===== config.mk =====
export PLATFORM = sky130hd
export DESIGN_NAME = fsm_nibble_host
export DESIGN_NICKNAME = d
export VERILOG_FILES = /design/src/rtl/fsm_nibble_host.sv
export SDC_FILE = /design/constraint.sdc
export NUM_CORES = 1
export LEC_CHECK = 0
export BUFFER_PORTS_ARGS = -buffer_cell sky130_fd_sc_hd__buf_2
export CELL_PAD_IN_SITES_DETAIL_PLACEMENT = 0
export CELL_PAD_IN_SITES_GLOBAL_PLACEMENT = 2
export CORE_MARGIN = 8
export CORE_UTILIZATION = 33
export CTS_CLUSTER_DIAMETER = 120
export DETAILED_ROUTE_END_ITERATION = 10
export MAX_ROUTING_LAYER = met4
export PLACE_DENSITY_LB_ADDON = 0.1
export SETUP_SLACK_MARGIN = 0.02
export SLEW_MARGIN = 5
export SYNTH_ARGS = -nofsm -noshare
export SYNTH_HDL_FRONTEND = slang
export SYNTH_SLANG_ARGS = --single-unit

===== constraint.sdc =====
create_clock -name clk -period 2.4 [get_ports clk]
set_input_delay 0.24 -clock clk [delete_from_list [all_inputs] [get_ports clk]]
set_output_delay 0.24 -clock clk [all_outputs]
set_load 0.02 [all_outputs]

===== src/rtl/fsm_nibble_host.sv =====
// fsm_nibble_host
//
// Host-side initiator for a 4-bit nibble-serial compute FSM. One wide
// command (two operands plus a short op_val sequence) is serialised onto
// the FSM pins as start / input_enable / nibble / op_val. The nibble-serial
// result is then collected while output_valid is high and returned as a
// single wide response.
//
// Every dut_* output is a registered value: it is computed from the current
// state and counters and loaded on the same edge as the state change, so no
// input reaches a dut_* pin combinationally.
//
// Optional feature (compile-time macro FSM_NIBBLE_HOST_TIMEOUT_EN):
//   defined     - WAIT is bounded to TIMEOUT cycles, after which the response
//                 returns with rsp_err=1 and rsp_data=0.
//   not defined - WAIT is unbounded; rsp_err is raised only by a short
//                 output burst.

module fsm_nibble_host #(
  parameter int N       = 64,   // operand / result width
  parameter int N_width = 4,    // nibble lane width
  parameter int OPS_MAX = 8,    // maximum op_val steps per command
  parameter int TIMEOUT = 1024  // WAIT bound when the timeout is enabled
) (
  input  logic                         clk,
  input  logic                         rst,

  // Command side
  input  logic                         cmd_valid,
  output logic                         cmd_ready,
  input  logic [N-1:0]                 cmd_a,
  input  logic [N-1:0]                 cmd_b,
  input  logic [2*OPS_MAX-1:0]         cmd_op_seq,
  input  logic [$clog2(OPS_MAX+1)-1:0] cmd_op_len,
  input  logic [1:0]                   cmd_op_tail,

  // Compute FSM pins
  output logic                         dut_start,
  output logic                         dut_input_enable,
  output logic [N_width-1:0]           dut_a,
  output logic [N_width-1:0]           dut_b,
  output logic [1:0]                   dut_op_val,
  input  logic                         dut_output_valid,
  input  logic [N_width-1:0]           dut_out,

  // Response side
  output logic                         rsp_valid,
  input  logic                         rsp_ready,
  output logic [N-1:0]                 rsp_data,
  output logic                         rsp_err,

  output logic                         busy
);

  localparam int BEATS = N / N_width;
  localparam int BW    = (BEATS > 1) ? $clog2(BEATS) : 1;
  localparam int OW    = $clog2(OPS_MAX + 1);

  localparam logic [BW-1:0] LAST_BEAT = BW'(BEATS - 1);
  localparam logic [OW-1:0] OPS_LIMIT = OW'(OPS_MAX);

  typedef enum logic [2:0] {
    S_IDLE,
    S_START,
    S_LOAD,
    S_OPS,
    S_WAIT,
    S_COLLECT,
    S_RESP
  } state_t;

  // Control state and counters
  state_t                r_state;
  logic [BW-1:0]         r_beat;
  logic [OW-1:0]         r_op_idx;

  // Latched command
  logic [N-1:0]          r_a;
  logic [N-1:0]          r_b;
  logic [2*OPS_MAX-1:0]  r_op_seq;
  logic [OW-1:0]         r_op_len;
  logic [1:0]            r_op_tail;

  // Registered outputs
  logic                  r_cmd_ready;
  logic                  r_busy;
  logic                  r_dut_start;
  logic                  r_dut_input_enable;
  logic [N_width-1:0]    r_dut_a;
  logic [N_width-1:0]    r_dut_b;
  logic [1:0]            r_dut_op_val;
  logic                  r_rsp_valid;
  logic [N-1:0]          r_rsp_data;
  logic                  r_rsp_err;

`ifdef FSM_NIBBLE_HOST_TIMEOUT_EN
  localparam int WW = $clog2(TIMEOUT + 1);
  localparam logic [WW-1:0] WAIT_LAST = WW'(TIMEOUT - 1);
  logic [WW-1:0]         r_wait_cnt;
`endif

  // Requested op count, clamped to the sequence storage size
  logic [OW-1:0]         w_op_len_clamped;

  // Nibble k of a wide operand
  function automatic logic [N_width-1:0] beat_of(input logic [N-1:0] v,
                                                 input logic [BW-1:0] k);
    return v[int'(k)*N_width +: N_width];
  endfunction

  // Op i of the latched op sequence
  function automatic logic [1:0] op_of(input logic [2*OPS_MAX-1:0] seq,
                                       input logic [OW-1:0]        i);
    return seq[int'(i)*2 +: 2];
  endfunction

  assign w_op_len_clamped = (cmd_op_len > OPS_LIMIT) ? OPS_LIMIT : cmd_op_len;

  // Command sequencer: state, counters, latched command and all registered outputs
  // NOTE: every register here uses non-blocking assignment so that all
  // reads in this block see the pre-edge value, independent of statement order.
  always_ff @(posedge clk or negedge rst) begin
    if (!rst) begin
      r_state            <= S_IDLE;
      r_beat             <= '0;
      r_op_idx           <= '0;
      r_a                <= '0;
      r_b                <= '0;
      r_op_seq           <= '0;
      r_op_len           <= '0;
      r_op_tail          <= '0;
      r_cmd_ready        <= 1'b1;
      r_busy             <= 1'b0;
      r_dut_start        <= 1'b0;
      r_dut_input_enable <= 1'b0;
      r_dut_a            <= '0;
      r_dut_b            <= '0;
      r_dut_op_val       <= '0;
      r_rsp_valid        <= 1'b0;
      r_rsp_data         <= '0;
      r_rsp_err          <= 1'b0;
`ifdef FSM_NIBBLE_HOST_TIMEOUT_EN
      r_wait_cnt         <= '0;
`endif
    end else begin
      case (r_state)
        // Accept a command: snapshot every field and pulse start next cycle
        S_IDLE: begin
          if (cmd_valid) begin
            r_a          <= cmd_a;
            r_b          <= cmd_b;
            r_op_seq     <= cmd_op_seq;
            r_op_len     <= w_op_len_clamped;
            r_op_tail    <= cmd_op_tail;
            r_rsp_data   <= '0;
            r_rsp_err    <= 1'b0;
            r_cmd_ready  <= 1'b0;
            r_busy       <= 1'b1;
            r_dut_start  <= 1'b1;
            r_state      <= S_START;
          end
        end

        // Single start cycle; present beat 0 on the lanes for the first LOAD cycle
        S_START: begin
          r_dut_start        <= 1'b0;
          r_dut_input_enable <= 1'b1;
          r_dut_a            <= beat_of(r_a, '0);
          r_dut_b            <= beat_of(r_b, '0);
          r_beat             <= '0;
          r_state            <= S_LOAD;
        end

        // Stream operand nibbles, least significant beat first
        S_LOAD: begin
          if (r_beat == LAST_BEAT) begin
            r_dut_input_enable <= 1'b0;
            r_dut_a            <= '0;
            r_dut_b            <= '0;
            r_beat             <= '0;
            if (r_op_len == '0) begin
              r_dut_op_val <= r_op_tail;
`ifdef FSM_NIBBLE_HOST_TIMEOUT_EN
              r_wait_cnt   <= '0;
`endif
              r_state      <= S_WAIT;
            end else begin
              r_op_idx     <= '0;
              r_dut_op_val <= op_of(r_op_seq, '0);
              r_state      <= S_OPS;
            end
          end else begin
            r_beat  <= r_beat + 1'b1;
            r_dut_a <= beat_of(r_a, r_beat + 1'b1);
            r_dut_b <= beat_of(r_b, r_beat + 1'b1);
          end
        end

        // One op per cycle, then hold the tail op while waiting for output
        S_OPS: begin
          if (r_op_idx == r_op_len - 1'b1) begin
            r_dut_op_val <= r_op_tail;
`ifdef FSM_NIBBLE_HOST_TIMEOUT_EN
            r_wait_cnt   <= '0;
`endif
            r_state      <= S_WAIT;
          end else begin
            r_op_idx     <= r_op_idx + 1'b1;
            r_dut_op_val <= op_of(r_op_seq, r_op_idx + 1'b1);
          end
        end

        // The first valid cycle already carries result beat 0
        S_WAIT: begin
          if (dut_output_valid) begin
            r_rsp_data[N_width-1:0] <= dut_out;
            if (BEATS == 1) begin
              r_dut_op_val <= '0;
              r_rsp_valid  <= 1'b1;
              r_state      <= S_RESP;
            end else begin
              r_beat  <= BW'(1);
              r_state <= S_COLLECT;
            end
          end
`ifdef FSM_NIBBLE_HOST_TIMEOUT_EN
          else if (r_wait_cnt == WAIT_LAST) begin
            r_rsp_err    <= 1'b1;
            r_rsp_data   <= '0;
            r_dut_op_val <= '0;
            r_rsp_valid  <= 1'b1;
            r_state      <= S_RESP;
          end else begin
            r_wait_cnt <= r_wait_cnt + 1'b1;
          end
`endif
        end

        // Gather the remaining beats; a gap in the burst aborts with an error
        S_COLLECT: begin
          if (dut_output_valid) begin
            r_rsp_data[int'(r_beat)*N_width +: N_width] <= dut_out;
            if (r_beat == LAST_BEAT) begin
              r_beat       <= '0;
              r_dut_op_val <= '0;
              r_rsp_valid  <= 1'b1;
              r_state      <= S_RESP;
            end else begin
              r_beat <= r_beat + 1'b1;
            end
          end else begin
            r_rsp_err    <= 1'b1;
            r_rsp_data   <= '0;
            r_beat       <= '0;
            r_dut_op_val <= '0;
            r_rsp_valid  <= 1'b1;
            r_state      <= S_RESP;
          end
        end

        // Hold the response stable until the consumer takes it
        S_RESP: begin
          if (rsp_ready) begin
            r_rsp_valid <= 1'b0;
            r_busy      <= 1'b0;
            r_cmd_ready <= 1'b1;
            r_state     <= S_IDLE;
          end
        end

        default: begin
          r_state     <= S_IDLE;
          r_busy      <= 1'b0;
          r_cmd_ready <= 1'b1;
        end
      endcase
    end
  end

  assign cmd_ready        = r_cmd_ready;
  assign busy             = r_busy;
  assign dut_start        = r_dut_start;
  assign dut_input_enable = r_dut_input_enable;
  assign dut_a            = r_dut_a;
  assign dut_b            = r_dut_b;
  assign dut_op_val       = r_dut_op_val;
  assign rsp_valid        = r_rsp_valid;
  assign rsp_data         = r_rsp_data;
  assign rsp_err          = r_rsp_err;

endmodule


# Yosys cells after proc, flatten, opt, wreduce, memory -nomap -nowiden
# Cells that the tools add are included.
# W data, S select, Z words.
# totals
word_cells	118
inputBits	159
register_bits	241
output_inout_bits	80
# classes
n_eq_ne	17
reduce_logical	23
n_bitwise	1
n_mux	48
shifts	5
n_addsub	4
magnitude_cmp	1
# op_table
cell	count
$mux W64	2
$shiftx A64 B7 Y4	2
$pmux W60 S2	1
$bwmux W64	1
$shift A4 B33 Y64 const A	1
$shiftx A4 B33 Y64	1
$mux W4	10
$neg A6 Y33	1
$mux W3	8
$pmux W4 S2	3
$pmux W3 S7	1
$ne A2 B2 Y1 const B	8
$pmux W4 S4	1
$shiftx A16 B6 Y2	1
$reduce_and A3 Y1	5
$pmux W4 S3	1
$mux W2	5
$reduce_and A2 Y1	5
$reduce_bool A2 Y1	5
$eq A3 B3 Y1 const B	3
$add A4 B1 Y4 const B	2
$mux W1	8
$pmux W1 S2	4
$eq A3 B2 Y1 const B	2
16 further kinds	18

# Depth between registers and ports, before layout
# depth
depth_word	5
mapped_depth	9
ltp_nobuf	7

# Worst setup path before layout
# Ideal clock, no wire load.
# synth_path
path_type	reg2reg
from	register r_beat[3]
to	register r_rsp_data[20], in the netlist rsp_data[20]
period_less_slack_ns	2.310
t_required_ns	2.275
path_stages_with_launch	10
setup_slack_ns	0.090
arrival_ns	2.185
path_cell_list	dfrtp_1 clkbuf_1 inv_1 ha_1 clkbuf_1 inv_1 nor4_2 nand3_1 a21o_1 o2bb2ai_1
# synth_between
elab_chain_len	5
elab_cells_between_ends	6
# synth_lines
item	line_no	text
start: declaration	74	logic [BW-1:0] r_beat;
start signal: assignment	193	r_beat <= r_beat + 1'b1;
start signal: assignment	249	r_beat <= r_beat + 1'b1;
$neg A6 Y33 (*)	242	r_rsp_data[int'(r_beat)*N_width +: N_width] <= dut_out;
$shiftx A4 B33 Y64 / $shift A4 B33 Y64 (equally long branches)	242	
$bwmux W64 (*)	242	
$mux W64 (*)	241	if (dut_output_valid) begin
$pmux W60 S2 (*)	146	case (r_state)
end signal: indexed assignment	216	r_rsp_data[N_width-1:0] <= dut_out;
end signal: indexed assignment	242	
end: declaration	93	logic [N-1:0] r_rsp_data;
# Every way passes the cells marked *; elsewhere a longest branch is shown, timed or not.
# A chain may end at the register's enable or synchronous reset.

# Worst setup path after layout
# layout_path
from	register r_beat[0]
to	register r_rsp_data[2], in the netlist rsp_data[2]
# layout_between
elab_chain_len	5
elab_cells_between_ends	6
# layout_lines
item	line_no
$neg A6 Y33 (*)	242
$shiftx A4 B33 Y64 / $shift A4 B33 Y64 (equally long branches)	242
$bwmux W64 (*)	242
$mux W64 (*)	241
$pmux W4 S3 (*)	146
# Marked as above.

==> results.cfg <==
[clocking]
htreeDepth = 1
clock_path_buffers = 3
path_clk_slew_ps = 60
clock-root-buffer = clkbuf_16
cts_tree = built
insertion_delay_ps = 550
cts_inserted_buffers = 28
cts_num_sinks = 241
post_cts_buffers = 0

[sta]
post-route-period-util_pct = 94.16
slew_violations = 0
finalSetupViolations = 0
fmax_ghz = 0.4425
setup-tns-final_ps = 0
period_needed_ps = 2260
holdWs_ps = 44.11
worst_clock_skew_ps = 5.559
hold_viol = 0
tightest_slew_ps = 520.0
slew_headroom_pct = 65.25
rsz0062_at_grt = no

[flow_run]
maxCapViolations = 0

[global_route]
grt_first_pass_wirelength_mm = 55.07
grt_pass1_vias = 9492
grt_max_degree = 61
grt_usage_pct = 17.35
antenna_found_initial = 0
grt_overflow_total = 0

[setup_path]
cp.arrival_ps = 2750
r2r_cells = 7
r2r_start = r_beat[0]$_DFFE_PN0P_
required_ps = 2890
crit_type = register to register
critPathCaptureType = register
rrSetupSlack_ps = 140
r2r_end = rsp_data[2]$_DFFE_PN0P_
crit_path_start = r_beat[0]$_DFFE_PN0P_
crit_end = rsp_data[2]$_DFFE_PN0P_
path_max_fanout = 12
start_kind = register

[status]
status = finished clean

[detailed_routing]
dr.pass1.iters = 4
vias = 8587
postRouteAntennaNets = 0
drt_iter0_markers = 302
wl_per_cell_um = 19.76
wl_mm = 34.54
viasPerCell = 4.912
drc = 0

[synth]
synth_cell_type_count = 60
synth.yosys.seq_area_share_pct = 53.67
yosys_warnings = 0
synthArstFlopShare_pct = 100.0
syn-instance-count = 845
synthFlopType = dfrtp_1
syn_area_per_cell_um2 = 13.30
synth-seq-cells = 241
synth_nets = 1012
synth_edf_count = 0
synth_area_um2 = 11240

[final_layout]
final_layout_size_suffix_gt1_share_pct = 42.46
final_common_cell = dfrtp_1
diodes = 0
fin_cells = 1748
fin_nets = 1445
final_cell_mix = dfrtp_1, buf_2, dlygate4sd3_1
nFillCells = 3094
post-route-util_pct = 47.81
syn_to_final_growth_pct = 42.65

[die]
rows = 67
start_util_pct = 33.51
die_h_um = 200.5
fp.dieArea_um2 = 40220
ios = 239
die_w_um = 200.5
core_um2 = 33530

[power_and_ir_drop]
leakagePower_nw = 7.147
powerDensity_nw_per_um2 = 1206
vdd_drop_max_mv = 0.7045

[min_path]
worstHoldPathCells = 3
hold_path_class = input port to register

[place]
gp_congestion = 0.7563
port_buffers = 238
place_inst = 1539
hpwl_mm = 24.88
[how the worst min path moves through the flow]
stage	startpoint	slack [ps]	endpoint
floorplan	rst	-60	busy$_DFFE_PN0P_
detailed placement	rst	220	r_op_seq[6]$_DFFE_PN0P_
CTS	cmd_valid	2	dut_start$_DFFE_PN0P_
finish	cmd_valid	40	dut_start$_DFFE_PN0P_
global route	cmd_valid	80	dut_start$_DFFE_PN0P_
global placement	rst	220	r_op_seq[6]$_DFFE_PN0P_
[through the flow]
step                      setup WS [ps]  area, um2  total power [mW]
final                             140.1      16030             19.34
after global routing              16.46      16030             20.62
after CTS                         28.82      15980             19.56
after detailed placement          38.31      13340             14.36
after global placement            90.57      13340             14.26
after floorplan                   90.11      11240             11.76
[sequential cells by signal, indices dropped and copies added, names as in the netlist, 4 cells and up]
name,flops
r_a,64
r_b,64
rsp_data,64
r_op_seq,16
dut_a,4
dut_b,4
r_beat,4
r_op_idx,4
r_op_len,4
[synth_stat cells (all sizes together), types with 9 or more instances]
master,n,share of area [%]
nand3,15,0.67
buf,34,1.6
nand2b,11,0.61
dfrtp,240,53
a21oi,19,0.85
o21ai,40,1.8
a21o,11,0.73
inv,12,0.40
nor3,32,1.5
a22o,28,2.2
clkbuf,16,0.53
a211o,9,0.70
mux4,36,7.2
mux2i,16,1.4
mux2,149,15
nand2,29,0.97
nor2,30,1.0
o2bb2ai,25,1.9
[where the power goes]
| part | switching [mW] | total (mW) | internal (mW) |
|---|---|---|---|
| logic | 3.74 | 7.89 | 4.15 |
| clock network | 1.78 | 4.91 | 3.13 |
| registers | 0.934 | 6.54 | 5.61 |
[kinds of logic after synthesis]
kind of cell	after synthesis	synth area share, %
flip-flops	241	53.67
multiplexers	201	23.57
adder cells (fa/ha/maj)	8	0.8907
buffers and inverters	62	2.561
XOR/XNOR	10	1.035
AO/OA/AOI/OAI	176	11.48
AND/OR/NAND/NOR	147	6.791
[layout make-up]
cell class                      count  area [um2]  share of cell area [%]
Sequential cell                   241        6037                   37.66
Multi-Input combinational cell    542        4984                   31.09
Timing Repair Buffer              453        3333                   20.79
Clock buffer                       36       770.7                   4.808
Tap cell                          448       560.5                   3.496
Clock inverter                     16       301.5                   1.881
Inverter                           12       45.04                  0.2810
[metal layers]
layer	vias to the layer above	global-route usage (%)	share of wire [%]
met2	174	28.92	49
met3	41	2.824	3.5
met4	0	3.443	1.8
met1	4307	22.20	45
li1	4065	-	-
met5	-	-	0
[timing repair]
item                       4_1_cts  5_1_grt
hold endpoints to repair       211        0
hold buffers                   157        0
resized for setup                0       11
setup endpoints to repair        0       52
[worst max-delay path, stage by stage, from the launching register on]
cell,delay (ps)
dfrtp_4,540
nor3_2,210
ha_2,340
inv_1,120
and3_1,190
nand4_1,150
a2111oi_4,470
a22o_1,190
Power figures use the tool's default switching activity.
